[src/rtl/dispatch_pkg.sv]
// Shared constants for the dispatch stage: major opcodes, station indices and field widths.
package dispatch_pkg;

   localparam int MAJOR_W    = 4;
   localparam int SRC_W      = 5;
   localparam int OFFSCALE_W = 2;
   localparam int DEST_W     = 5;
   localparam int MINOR_W    = 4;
   localparam int ADDR_W     = 48;
   localparam int NUM_ST     = 4;

   localparam logic [MAJOR_W-1:0] OP_NOP    = 4'd0;
   localparam logic [MAJOR_W-1:0] OP_INT    = 4'd1;
   localparam logic [MAJOR_W-1:0] OP_FPADD  = 4'd2;
   localparam logic [MAJOR_W-1:0] OP_FPMUL  = 4'd3;
   localparam logic [MAJOR_W-1:0] OP_LOAD   = 4'd4;
   localparam logic [MAJOR_W-1:0] OP_STORE  = 4'd5;
   localparam logic [MAJOR_W-1:0] OP_BRANCH = 4'd6;

   localparam int ST_INT   = 0;
   localparam int ST_FPADD = 1;
   localparam int ST_FPMUL = 2;
   localparam int ST_LSB   = 3;

endpackage

[src/rtl/rob_tag_alloc.sv]
// Reorder-buffer tag pointer and occupancy tracking; full is judged on the pre-edge count.
module rob_tag_alloc #(
   parameter int ROB_DEPTH = 16,
   parameter int ROB_TAG_W = 4
) (
   input  logic                 clk,
   input  logic                 rst,
   input  logic                 issue,
   input  logic                 retire,
   input  logic                 flush,
   output logic [ROB_TAG_W-1:0] tag,
   output logic                 full
);

   localparam logic [ROB_TAG_W:0] DEPTH_CNT = ROB_DEPTH[ROB_TAG_W:0];

   logic [ROB_TAG_W:0] count;
   logic               dec;

   // A retire against an empty ROB carries no information and is dropped.
   assign dec  = retire && (count != '0);
   assign full = (count >= DEPTH_CNT);

   always_ff @(posedge clk or posedge rst) begin
      if (rst) begin
         tag   <= '0;
         count <= '0;
      end else if (flush) begin
         tag   <= '0;
         count <= '0;
      end else begin
         if (issue) tag <= tag + 1'b1;
         case ({issue, dec})
            2'b10:   count <= count + 1'b1;
            2'b01:   count <= count - 1'b1;
            default: count <= count;
         endcase
      end
   end

endmodule

[src/rtl/dispatch_unit.sv]
// In-order dispatch: one-entry hold register, major-opcode decode to a station, ROB tag allocation.
module dispatch_unit
   import dispatch_pkg::*;
#(
   parameter int ROB_DEPTH = 16,
   parameter int ROB_TAG_W = 4
) (
   input  logic                  clk,
   input  logic                  rst,
   input  logic                  instr_valid_in,
   input  logic [MAJOR_W-1:0]    MajorOpcode_in,
   input  logic [SRC_W-1:0]      Source1_in,
   input  logic [SRC_W-1:0]      Source2_in,
   input  logic [OFFSCALE_W-1:0] OffsetScale_in,
   input  logic [DEST_W-1:0]     Destination_in,
   input  logic [MINOR_W-1:0]    MinorOpcode_in,
   input  logic                  HasAddress_in,
   input  logic [ADDR_W-1:0]     Address_in,
   input  logic                  OffsetSub_in,
   output logic                  instr_pop_out,
   input  logic                  int_rs_ready_in,
   input  logic                  fpadd_rs_ready_in,
   input  logic                  fpmul_rs_ready_in,
   input  logic                  lsb_ready_in,
   input  logic                  rob_retire_in,
   input  logic                  flush_in,
   output logic [NUM_ST-1:0]     issue_valid_out,
   output logic [MAJOR_W-1:0]    MajorOpcode_out,
   output logic [SRC_W-1:0]      Source1_out,
   output logic [SRC_W-1:0]      Source2_out,
   output logic [OFFSCALE_W-1:0] OffsetScale_out,
   output logic [DEST_W-1:0]     Destination_out,
   output logic [MINOR_W-1:0]    MinorOpcode_out,
   output logic                  HasAddress_out,
   output logic [ADDR_W-1:0]     Address_out,
   output logic                  OffsetSub_out,
   output logic [ROB_TAG_W-1:0]  rob_tag_out,
   output logic                  stall_out,
   output logic                  illegal_op_out,
   output logic [31:0]           issue_count_out
);

   logic              hold_valid;
   logic [NUM_ST-1:0] target;
   logic [NUM_ST-1:0] station_ready;
   logic              decodable;
   logic              is_illegal;
   logic              rob_full;
   logic              can_issue;
   logic              leaving;

   always_comb begin
      target    = '0;
      decodable = 1'b1;
      case (MajorOpcode_out)
         OP_INT, OP_BRANCH:  target[ST_INT]   = 1'b1;
         OP_FPADD:           target[ST_FPADD] = 1'b1;
         OP_FPMUL:           target[ST_FPMUL] = 1'b1;
         OP_LOAD, OP_STORE:  target[ST_LSB]   = 1'b1;
         default:            decodable        = 1'b0;
      endcase
   end

   assign is_illegal    = hold_valid && (MajorOpcode_out > OP_BRANCH);
   assign station_ready = {lsb_ready_in, fpmul_rs_ready_in, fpadd_rs_ready_in, int_rs_ready_in};

   // NOP and illegal entries have an all-zero target, so they can never issue.
   assign can_issue = hold_valid && |(target & station_ready) && !rob_full && !flush_in;
   assign leaving   = hold_valid && !flush_in && (can_issue || !decodable);

   assign issue_valid_out = can_issue ? target : '0;
   assign stall_out       = hold_valid && decodable && !can_issue;
   assign instr_pop_out   = !rst && instr_valid_in && !flush_in && (!hold_valid || leaving);

   always_ff @(posedge clk or posedge rst) begin
      if (rst) begin
         hold_valid      <= 1'b0;
         MajorOpcode_out <= '0;
         Source1_out     <= '0;
         Source2_out     <= '0;
         OffsetScale_out <= '0;
         Destination_out <= '0;
         MinorOpcode_out <= '0;
         HasAddress_out  <= 1'b0;
         Address_out     <= '0;
         OffsetSub_out   <= 1'b0;
      end else if (flush_in) begin
         hold_valid <= 1'b0;
      end else if (instr_pop_out) begin
         hold_valid      <= 1'b1;
         MajorOpcode_out <= MajorOpcode_in;
         Source1_out     <= Source1_in;
         Source2_out     <= Source2_in;
         OffsetScale_out <= OffsetScale_in;
         Destination_out <= Destination_in;
         MinorOpcode_out <= MinorOpcode_in;
         HasAddress_out  <= HasAddress_in;
         Address_out     <= Address_in;
         OffsetSub_out   <= OffsetSub_in;
      end else if (leaving) begin
         // Fields stay put after the entry leaves so waveforms show the last instruction.
         hold_valid <= 1'b0;
      end
   end

   always_ff @(posedge clk or posedge rst) begin
      if (rst) begin
         illegal_op_out <= 1'b0;
      end else if (is_illegal) begin
         illegal_op_out <= 1'b1;
      end
   end

   always_ff @(posedge clk or posedge rst) begin
      if (rst) begin
         issue_count_out <= '0;
      end else if (flush_in) begin
         issue_count_out <= '0;
      end else if (can_issue && (issue_count_out != '1)) begin
         issue_count_out <= issue_count_out + 32'd1;
      end
   end

   rob_tag_alloc #(
      .ROB_DEPTH (ROB_DEPTH),
      .ROB_TAG_W (ROB_TAG_W)
   ) u_rob_tag_alloc (
      .clk    (clk),
      .rst    (rst),
      .issue  (can_issue),
      .retire (rob_retire_in),
      .flush  (flush_in),
      .tag    (rob_tag_out),
      .full   (rob_full)
   );

endmodule

[config.mk]
export PLATFORM = sky130hd
export DESIGN_NAME = dispatch_unit
export DESIGN_NICKNAME = d
export VERILOG_FILES = /design/src/rtl/dispatch_pkg.sv /design/src/rtl/rob_tag_alloc.sv /design/src/rtl/dispatch_unit.sv
export SDC_FILE = /design/constraint.sdc
export NUM_CORES = 1
export LEC_CHECK = 0
export CAP_MARGIN = 40
export CORE_ASPECT_RATIO = 1.1
export CORE_UTILIZATION = 43
export DETAILED_ROUTE_END_ITERATION = 7
export PLACE_DENSITY = 0.88
export SYNTH_ARGS = -nofsm -noshare
export SYNTH_HDL_FRONTEND = slang
export SYNTH_HIERARCHICAL = 1
export SYNTH_SLANG_ARGS = --single-unit
[constraint.sdc]
create_clock -name clk -period 15.22 [get_ports clk]
set_input_delay 3.044 -clock clk [delete_from_list [all_inputs] [get_ports clk]]
set_output_delay 3.044 -clock clk [all_outputs]
set_load 0.02 [all_outputs]
# Word level (Yosys, flattened, before mapping)
# Cells that the tools add are included.
# op_classes
n_addsub,4
multipliers,0
div,0
n_lt_le_gt_ge,2
n_eq_ne,9
n_shift,0
muxes,15
bitwise_logic,2
reduce_logical,31
# op_table
op,n
$mux W32,2
$add A32 B1 Y32 const B,1
$ne A32 B32 Y1 const B,1
$logic_and A1 B1 Y1,13
$eq A4 B3 Y1 const B,3
$mux W4,3
$pmux W5 S2,1
$eq A4 B2 Y1 const B,2
$mux W1,8
$logic_not A1 Y1,6
$reduce_bool A3 Y1,2
$reduce_or A6 Y1,1
$add A5 B1 Y5 const B,1
$ge A5 B5 Y1 const B,1
$mux W5,1
$reduce_bool A5 Y1,1
$sub A5 B1 Y5 const B,1
$add A4 B1 Y4 const B,1
$and A4 B4 Y4,1
$eq A4 B1 Y1 const B,1
$gt A4 B3 Y1 const B,1
$reduce_bool A2 Y1,2
$reduce_or A2 Y1,2
$reduce_or A4 Y1,1
5 further kinds,6
# word_totals
register_bits,118
latch_bits,0
ram_bits,0
rom_bits,0
inputBits,84
out_inout_bits,118
elab_cells,77
mem_count,0

# Logic depth before layout (Yosys ltp)
# Gate-level depths: netlist of the first run.
# logic_depth
ltp_word,14
mapped_depth,13
ltp_nobuf,11

# By module
# The synthesis of the first run kept the hierarchy.
# by_module_without_submodules
module,n_inst,cells_per_inst,area_each_um2,seq_area_each_um2
dispatch_unit,1,401,4966.0,2727.6
rob_tag_alloc,1,56,554.3,225.2

# Least setup slack after synthesis of the first run
# No wires, ideal clock.
# synth_path
path_kind,input to output
startpoint,input rst
endpoint,output instr_pop_out
t_arrival_ns,6.238
slack_ns,5.938
cell_stages,7
n_path_buf,2
cell_sequence,inv_1 nand2_1 nor2_1 o21ai_2 buf_4 buf_6 inv_1
# synth_between
elab_chain_len,4
# synth_lines
item,line,text
from (decl),dispatch_unit.sv:9,"input logic rst,"
$logic_not A1 Y1 (no source line),n/a,
$logic_and A1 B1 Y1 (3 in series),dispatch_unit.sv:73,assign instr_pop_out = !rst && instr_valid_in && !flush_in && (!hold_valid || leaving);
to (decl),dispatch_unit.sv:20,"output logic instr_pop_out,"
# Every way passes these cells.

# Worst setup path in the final report of the first run
# layout_path
startpoint,input flush_in
endpoint,output instr_pop_out
# layout_between
elab_chain_len,6
word_cells_on_any_way,8
# layout_lines
item,line,text
from (decl),dispatch_unit.sv:26,"input logic flush_in,"
$logic_not A1 Y1,dispatch_unit.sv:68,assign can_issue = hold_valid && |(target & station_ready) && !rob_full && !flush_in;
$logic_and A1 B1 Y1,dispatch_unit.sv:68,
named net can_issue,dispatch_unit.sv:49,logic can_issue;
$logic_or A1 B1 Y1,dispatch_unit.sv:69,assign leaving = hold_valid && !flush_in && (can_issue || !decodable);
$logic_and A1 B1 Y1,dispatch_unit.sv:69,
$logic_or A1 B1 Y1,dispatch_unit.sv:73,
$logic_and A1 B1 Y1,dispatch_unit.sv:73,
# The timed path passes the listed nets, and every way through them passes these cells.

==> key figures, run 1 <==
Layout
  • Number of filler cells placed in the layout: 966
  • Final net count: 746
  • Cell Count, Final, Fillers Out: about 830
  • Ratio of cells with drive above 1 in the final layout: 12.8%
  • Area of the multi-input gates: 0.00239 mm2
  • Layout area overhead: 48.3%
  • Register Area: 0.00295 mm2
  • Ant diodes: 0

Run
  • Max_cap viols: 0

Yosys
  • Register bit total from synthesis: 118
  • Mapped Cells: around 460
  • Ys async rst share: 100%
  • Syn Nets: 545
  • Sequential share of the synthesized area: 53.5%
  • Share of the synthesized area in the top cell type: 53.5%
  • Area contributors post-synth: dfrtp_1, mux2_1, mux2_2, or4_1, o31ai_1
  • Synthesized cell area: about 0.0055 mm2
  • Post-synth top flop: dfrtp_1
  • Syn Area/Cell: 12.1 um2
  • Number of flops mapped to enable cells by yosys: 0
  • Yosys top cell by area: dfrtp_1
  • Cell variety after synth: between 50 and 60
  • Synth warn: 6

Clocking
  • Root Driver: clkbuf_16
  • CTS tree: yes
  • Postcts setup bufs: 0
  • H-tree depth: 4
  • Clk slew on worst S/H paths: 50 ps
  • Worst skew pair latency: around 420 ps
  • CTS buffer count: 17
  • Post-cts resize count: 0
  • Clk buf depth: 2
  • Cts hold-fix bufs: 0
  • Num Clock Sinks: about 120

Route
  • Drc violations: 0
  • Final WL: ~15000 um
  • Starting DRC count in detailed routing: 291
  • Routed wire per std cell: 18.0 um
  • Routed vias: 4600
  • Vias/cell: roughly 5.6
  • Pre-antenna DRT Iters: 4
  • DRT antenna net count: 0

Critical path
  • Worst setup SP type: primary input
  • Crit path capture type: output pin
  • Critical Path Fanout Max: 76
  • Worst EP required: 12180 ps
  • Critical path type: primary input to output pin
  • Arr. time, crit path: 6200 ps

Timing
  • Fmax: 108 MHz
  • Max-slew headroom: 37.2%
  • Clock Skew: around 9 ps
  • Hold Vio Cnt, Final: 0
  • Final setup fails: 0
  • Hold slack final: just under 500 ps
  • Slew Limit Fails: 0
  • Slew @ Worst Pin: 942 ps
  • Fin crit share: 60.7%
  • Setup_tns: 0 ps
  • Tmin final: 9250 ps
  • RSZ-0062 raised after global routing: false

Power
  • Overall Power: 0.00105 W
  • VDD IR max: 0.0923 mV
  • Pwr Density: 129 mW/mm2
  • P_leak: 3.29 nW

Placed design
  • GP Congestion: 0.861
  • Post-DP HPWL: between 10000 and 15000 um
  • Placed cells: just under 800
  • Number of buffers added on ports: 201

Die
  • Initial core utilization: 43.8%
  • DIE AREA: 0.0133 mm2
  • # rows: 43
  • Die height: 121 um
  • Ports: roughly 200
  • Core area: 0.0126 mm2
  • Die W: 110 um

Global routing
  • Vias in the first global route: 4654
  • Global-route wire length before repair: 23500 um
  • Initial antenna violation count: 0
  • Grt ovf: 0
  • Maximum number of pins on one net before global-route repair: 77
  • Tot GR Track Use: a little under a quarter

Run status
  • Status: complete, no violations

Min path
  • Hold Path Class: flip-flop to flip-flop
critical path, stage by stage:
cell and delay (ps):
clkdlybuf4s50_1 460, buf_4 410, nor3b_2 140, o21ai_2 230, inv_2 260, o21ai_4 180, buf_4 740, inv_1 90
clkdlybuf4s50_1 570
cells in the final DEF (no fill, tap or decap), types with 5 or more instances in the layout:
cell               n
clkbuf_16         17
mux2_2            37
o31ai_1           21
or3_1              6
and4_1             6
nand3_1           18
clkdlybuf4s50_1  201
or4_1             23
nor3_1             5
clkinv_2           5
dfrtp_1          118
nand2_1           15
a21oi_1           30
inv_1              6
nand4_1           13
and2_1             6
mux2_1            41
nor2_1            20
buf_4              6
through the flow:
stage	worst slack (ps)	area, um2	utilization, %
after floorplan	5940	5520	-
after global placement	6120	7630	60.6
after detailed placement	5990	7650	60.7
after CTS	6000	8190	65.0
after global routing	5720	8190	65.0
final	5970	8190	65.0
worst paths after layout:
kind / startpoint / endpoint / slack (ps) / cells after the start
min in group asynchronous: rst / u_rob_tag_alloc/count[4] / 2990 / 2
max in group asynchronous: rst / issue_count_out[20] / 10910 / 3
max: flush_in / instr_pop_out / 5970 / 9
max reg2reg: MajorOpcode_out[0] / u_rob_tag_alloc/count[4] / 11800 / 11
min: Address_out[20] / Address_out[20] / 490 / 1
min reg2reg: Address_out[20] / Address_out[20] / 490 / 1
registers in the layout, indices dropped and copies added, names as in the netlist:
register,flops
Destination_out,5
HasAddress_out,1
OffsetScale_out,2
Source1_out,5
issue_count_out,32
u_rob_tag_alloc/tag,4
Address_out,48
Source2_out,5
MinorOpcode_out,4
hold_valid,1
OffsetSub_out,1
MajorOpcode_out,4
illegal_op_out,1
u_rob_tag_alloc/count,5
area by class of cell:
class	count	share of cell area [%]
inverter	8	0.397
multi-input combinational	305	29.2
sequential	118	36.1
tap	157	2.40
timing repair buffer	208	25.3
clock buffer	22	5.67
clock inverter	9	0.963
per-layer routing:
| metal | routed length [um] | GRT usage (%) | vias up |
|---|---|---|---|
| met5 | 0 | 0 | - |
| met4 | 324 | 9.83 | 0 |
| met3 | 1070 | 6.79 | 22 |
| met2 | 7910 | 39.5 | 176 |
| met1 | 5610 | 27.3 | 2279 |
| li1 | - | - | 2123 |
logic make-up after synthesis:
logic type               synth area share, %
flip-flops                              53.5
XOR/XNOR                               0.952
buffers and inverters                   3.31
AO/OA/AOI/OAI                           10.2
AND/OR/NAND/NOR                         14.5
multiplexers                            16.6
adder cells (fa/ha/maj)                0.907
power by group:
group          leakage, nW  internal [W]  total, W  switching [W]
logic                 1.55      0.000149  0.000284       0.000135
clock network        0.266      0.000230  0.000369       0.000139
registers             1.48      0.000364  0.000400      0.0000360
total                 3.29      0.000743   0.00105       0.000310
cells in the mapped netlist, types with 2 or more instances:
library cell,instances
a21o_1,2
a21oi_1,30
and2_1,6
and3_1,3
and4_1,6
buf_2,8
buf_4,4
buf_6,4
clkbuf_1,9
dfrtp_1,118
ha_1,4
inv_1,7
mux2_1,41
mux2_2,37
mux2i_1,4
nand2_1,15
nand2b_1,3
nand3_1,18
nand4_1,13
nor2_1,20
nor2b_1,4
nor3_1,5
nor3b_2,2
nor4_1,2
o21ai_0,4
o21ai_1,2
o21ai_2,2
o311ai_0,2
o311ai_1,2
o31ai_1,21
o41ai_1,4
or2_2,2
or3_1,6
or4_1,23
xnor2_1,3
xor2_1,3
No activity file was read; power rests on OpenSTA's default activity.
==> run 2: changes to the inputs <==
--- a/config.mk
+++ b/config.mk
@@ -7,7 +7,7 @@
 export LEC_CHECK = 0
 export CAP_MARGIN = 40
 export CORE_ASPECT_RATIO = 1.1
-export CORE_UTILIZATION = 43
+export CORE_UTILIZATION = 41
 export DETAILED_ROUTE_END_ITERATION = 7
 export PLACE_DENSITY = 0.88
 export SYNTH_ARGS = -nofsm -noshare
==> constraint.sdc (replaced) <==
create_clock -name clk -period 7.75 [get_ports clk]
set_input_delay 1.55 -clock clk [delete_from_list [all_inputs] [get_ports clk]]
set_output_delay 1.55 -clock clk [all_outputs]
set_load 0.02 [all_outputs]
==> run 2 against run 1 <==
Cell area increased by 1.2%; worst setup slack got worse by 3800 ps; non-clock buffer count increased by 1; register-to-register slack got worse by 7700 ps; via count increased by 2.5%; first-iteration DRC count increased by 12%; routed wire length increased by 6.0%; clock power increased by 120%; critical path type unchanged.
==> key figures, run 2 (synthesis gave the netlist of run 1 again) <==
Critical path
  • Critical Path Fanout Max: 15
  • Buf/Inv on CP: 4
  • Critical path type: primary input to output pin
  • Worst setup SP type: primary input
  • Largest delay contributor family on the critical path: buffers and inverters
  • Arr. time, crit path: 3990 ps
  • Top cell by count, worst path: clkdlybuf4s50_1
  • Slowest stage delay, CP: 580 ps
  • Crit path capture type: output pin
  • Worst EP required: 6200 ps
  • Worst-path cell chain: clkdlybuf4s50_1, mux2i_1, o32ai_4, o21ai_2, inv_2, o21ai_4, inv_1, clkdlybuf4s50_1
  • Crit-path slowest cell: clkdlybuf4s50_1

Route
  • Pre-antenna DRT Iters: 4
  • DRT antenna net count: 0
  • Final WL: 15800 um
  • Routed vias: 4714
  • Vias/cell: approximately 5.7
  • Routed wire per std cell: 19.0 um
  • Drc violations: 0
  • Starting DRC count in detailed routing: about 330

Layout
  • Final net count: 747
  • Number of flip-flops in the largest register: 48
  • Largest regs: Address_out (48), issue_count_out (32)
  • Ratio of cells with drive above 1 in the final layout: 12.9%
  • Cell Count, Final, Fillers Out: 833
  • Largest reg by FF count: Address_out
  • Layout area overhead: 50.1%
  • Commonest non-fill, non-tap cell in the layout: clkdlybuf4s50_1
  • Ant diodes: 0
  • Most frequent cells in the layout: clkdlybuf4s50_1, dfrtp_1, mux2_1

Timing
  • Fmax: 180 MHz
  • Setup_tns: 0 ps
  • Tmin final: around 5500 ps
  • RSZ-0062 raised after global routing: false
  • Fin crit share: 71.5%
  • Hold Vio Cnt, Final: 0
  • Slew @ Worst Pin: just under 800 ps
  • Slew Limit Fails: 0
  • Clock Skew: 11.0 ps
  • Final setup fails: 0
  • Max-slew headroom: 47.1%

Clocking
  • Clk buf depth: 2
  • CTS buffer count: 17
  • Cts hold-fix bufs: 0
  • CTS tree: yes
  • Post-cts resize count: 0
  • Clk slew on worst S/H paths: 50 ps
  • Num Clock Sinks: between 100 and 150
  • Root Driver: clkbuf_16
  • Worst skew pair latency: 410 ps
  • Postcts setup bufs: 0
  • H-tree depth: 4

Placed design
  • Post-DP HPWL: between 10000 and 15000 um
  • GP Congestion: 0.783
  • Placed cells: 800
  • Number of buffers added on ports: 201

Global routing
  • Grt ovf: 0
  • Maximum number of pins on one net before global-route repair: 76
  • Initial antenna violation count: 0
  • Global-route wire length before repair: ~24000 um
  • Tot GR Track Use: 22.7%
  • Vias in the first global route: 4949

Min path
  • Hold Path Class: flip-flop to flip-flop

Power
  • VDD IR max: approximately 0.21 mV
  • P_leak: about 3.3 nW
  • Pwr Density: about 260 mW/mm2

Die
  • Initial core utilization: 42.0%
  • Core area: 0.0132 mm2
  • Die W: 113 um
  • DIE AREA: 0.0139 mm2
  • Ports: between 200 and 250
  • Die height: 124 um
  • # rows: between 40 and 50

Run status
  • Status: complete, no violations

Run
  • Max_cap viols: 0
## run 2: layout make-up
| class | count | area, um2 |
|---|---|---|
| Fill cell | 994 | 4870 |
| Multi-Input combinational cell | 305 | 2390 |
| Clock buffer | 25 | 495 |
| Inverter | 8 | 32.5 |
| Timing Repair Buffer | 209 | 2090 |
| Clock inverter | 7 | 116 |
| Sequential cell | 118 | 2950 |
| Tap cell | 161 | 201 |
## run 2: worst paths after layout
kind | start | endpoint | slack [ps] | depth (start not counted)
worst min-delay path | Address_out[9] | Address_out[9] | 490 | 1
worst min register to register | Address_out[9] | Address_out[9] | 490 | 1
worst max-delay path | fpmul_rs_ready_in | instr_pop_out | 2210 | 8
min in group asynchronous | rst | u_rob_tag_alloc/tag[3] | 1530 | 2
max in group asynchronous | rst | Destination_out[3] | 4910 | 3
worst max register to register | MajorOpcode_out[0] | u_rob_tag_alloc/count[4] | 4110 | 11
## run 2: routing by layer
layer  GRT usage (%)  share of wire (%)  vias to the layer above
met2            38.7                 51                      224
met4            11.4                2.9                        0
met3            7.69                7.1                       38
met5               0                  0                        -
met1            25.5                 39                     2331
li1                -                  -                     2121
## run 2: power by group
group,leakage (nW),switching [W],internal (W),total (W)
Clock,0.298,0.000273,0.000540,0.000813
Combinational,1.56,0.000271,0.000294,0.000565
Sequential,1.48,0.0000736,0.000714,0.000788
Total,3.34,0.000617,0.00155,0.00217
## run 2: through the flow
stage                     worst slack [ps]  total power, W  hold slack [ps]  cell area (um2)  util [%]
after floorplan                       1460         0.00108              462             5520         -
after global placement                2290         0.00133              445             7620      57.9
after detailed placement              2190         0.00136              481             7640      58.1
after CTS                             2180         0.00218              493             8260      62.8
after global routing                  2040         0.00225              513             8280      63.0
final                                 2210         0.00217              489             8280      63.0
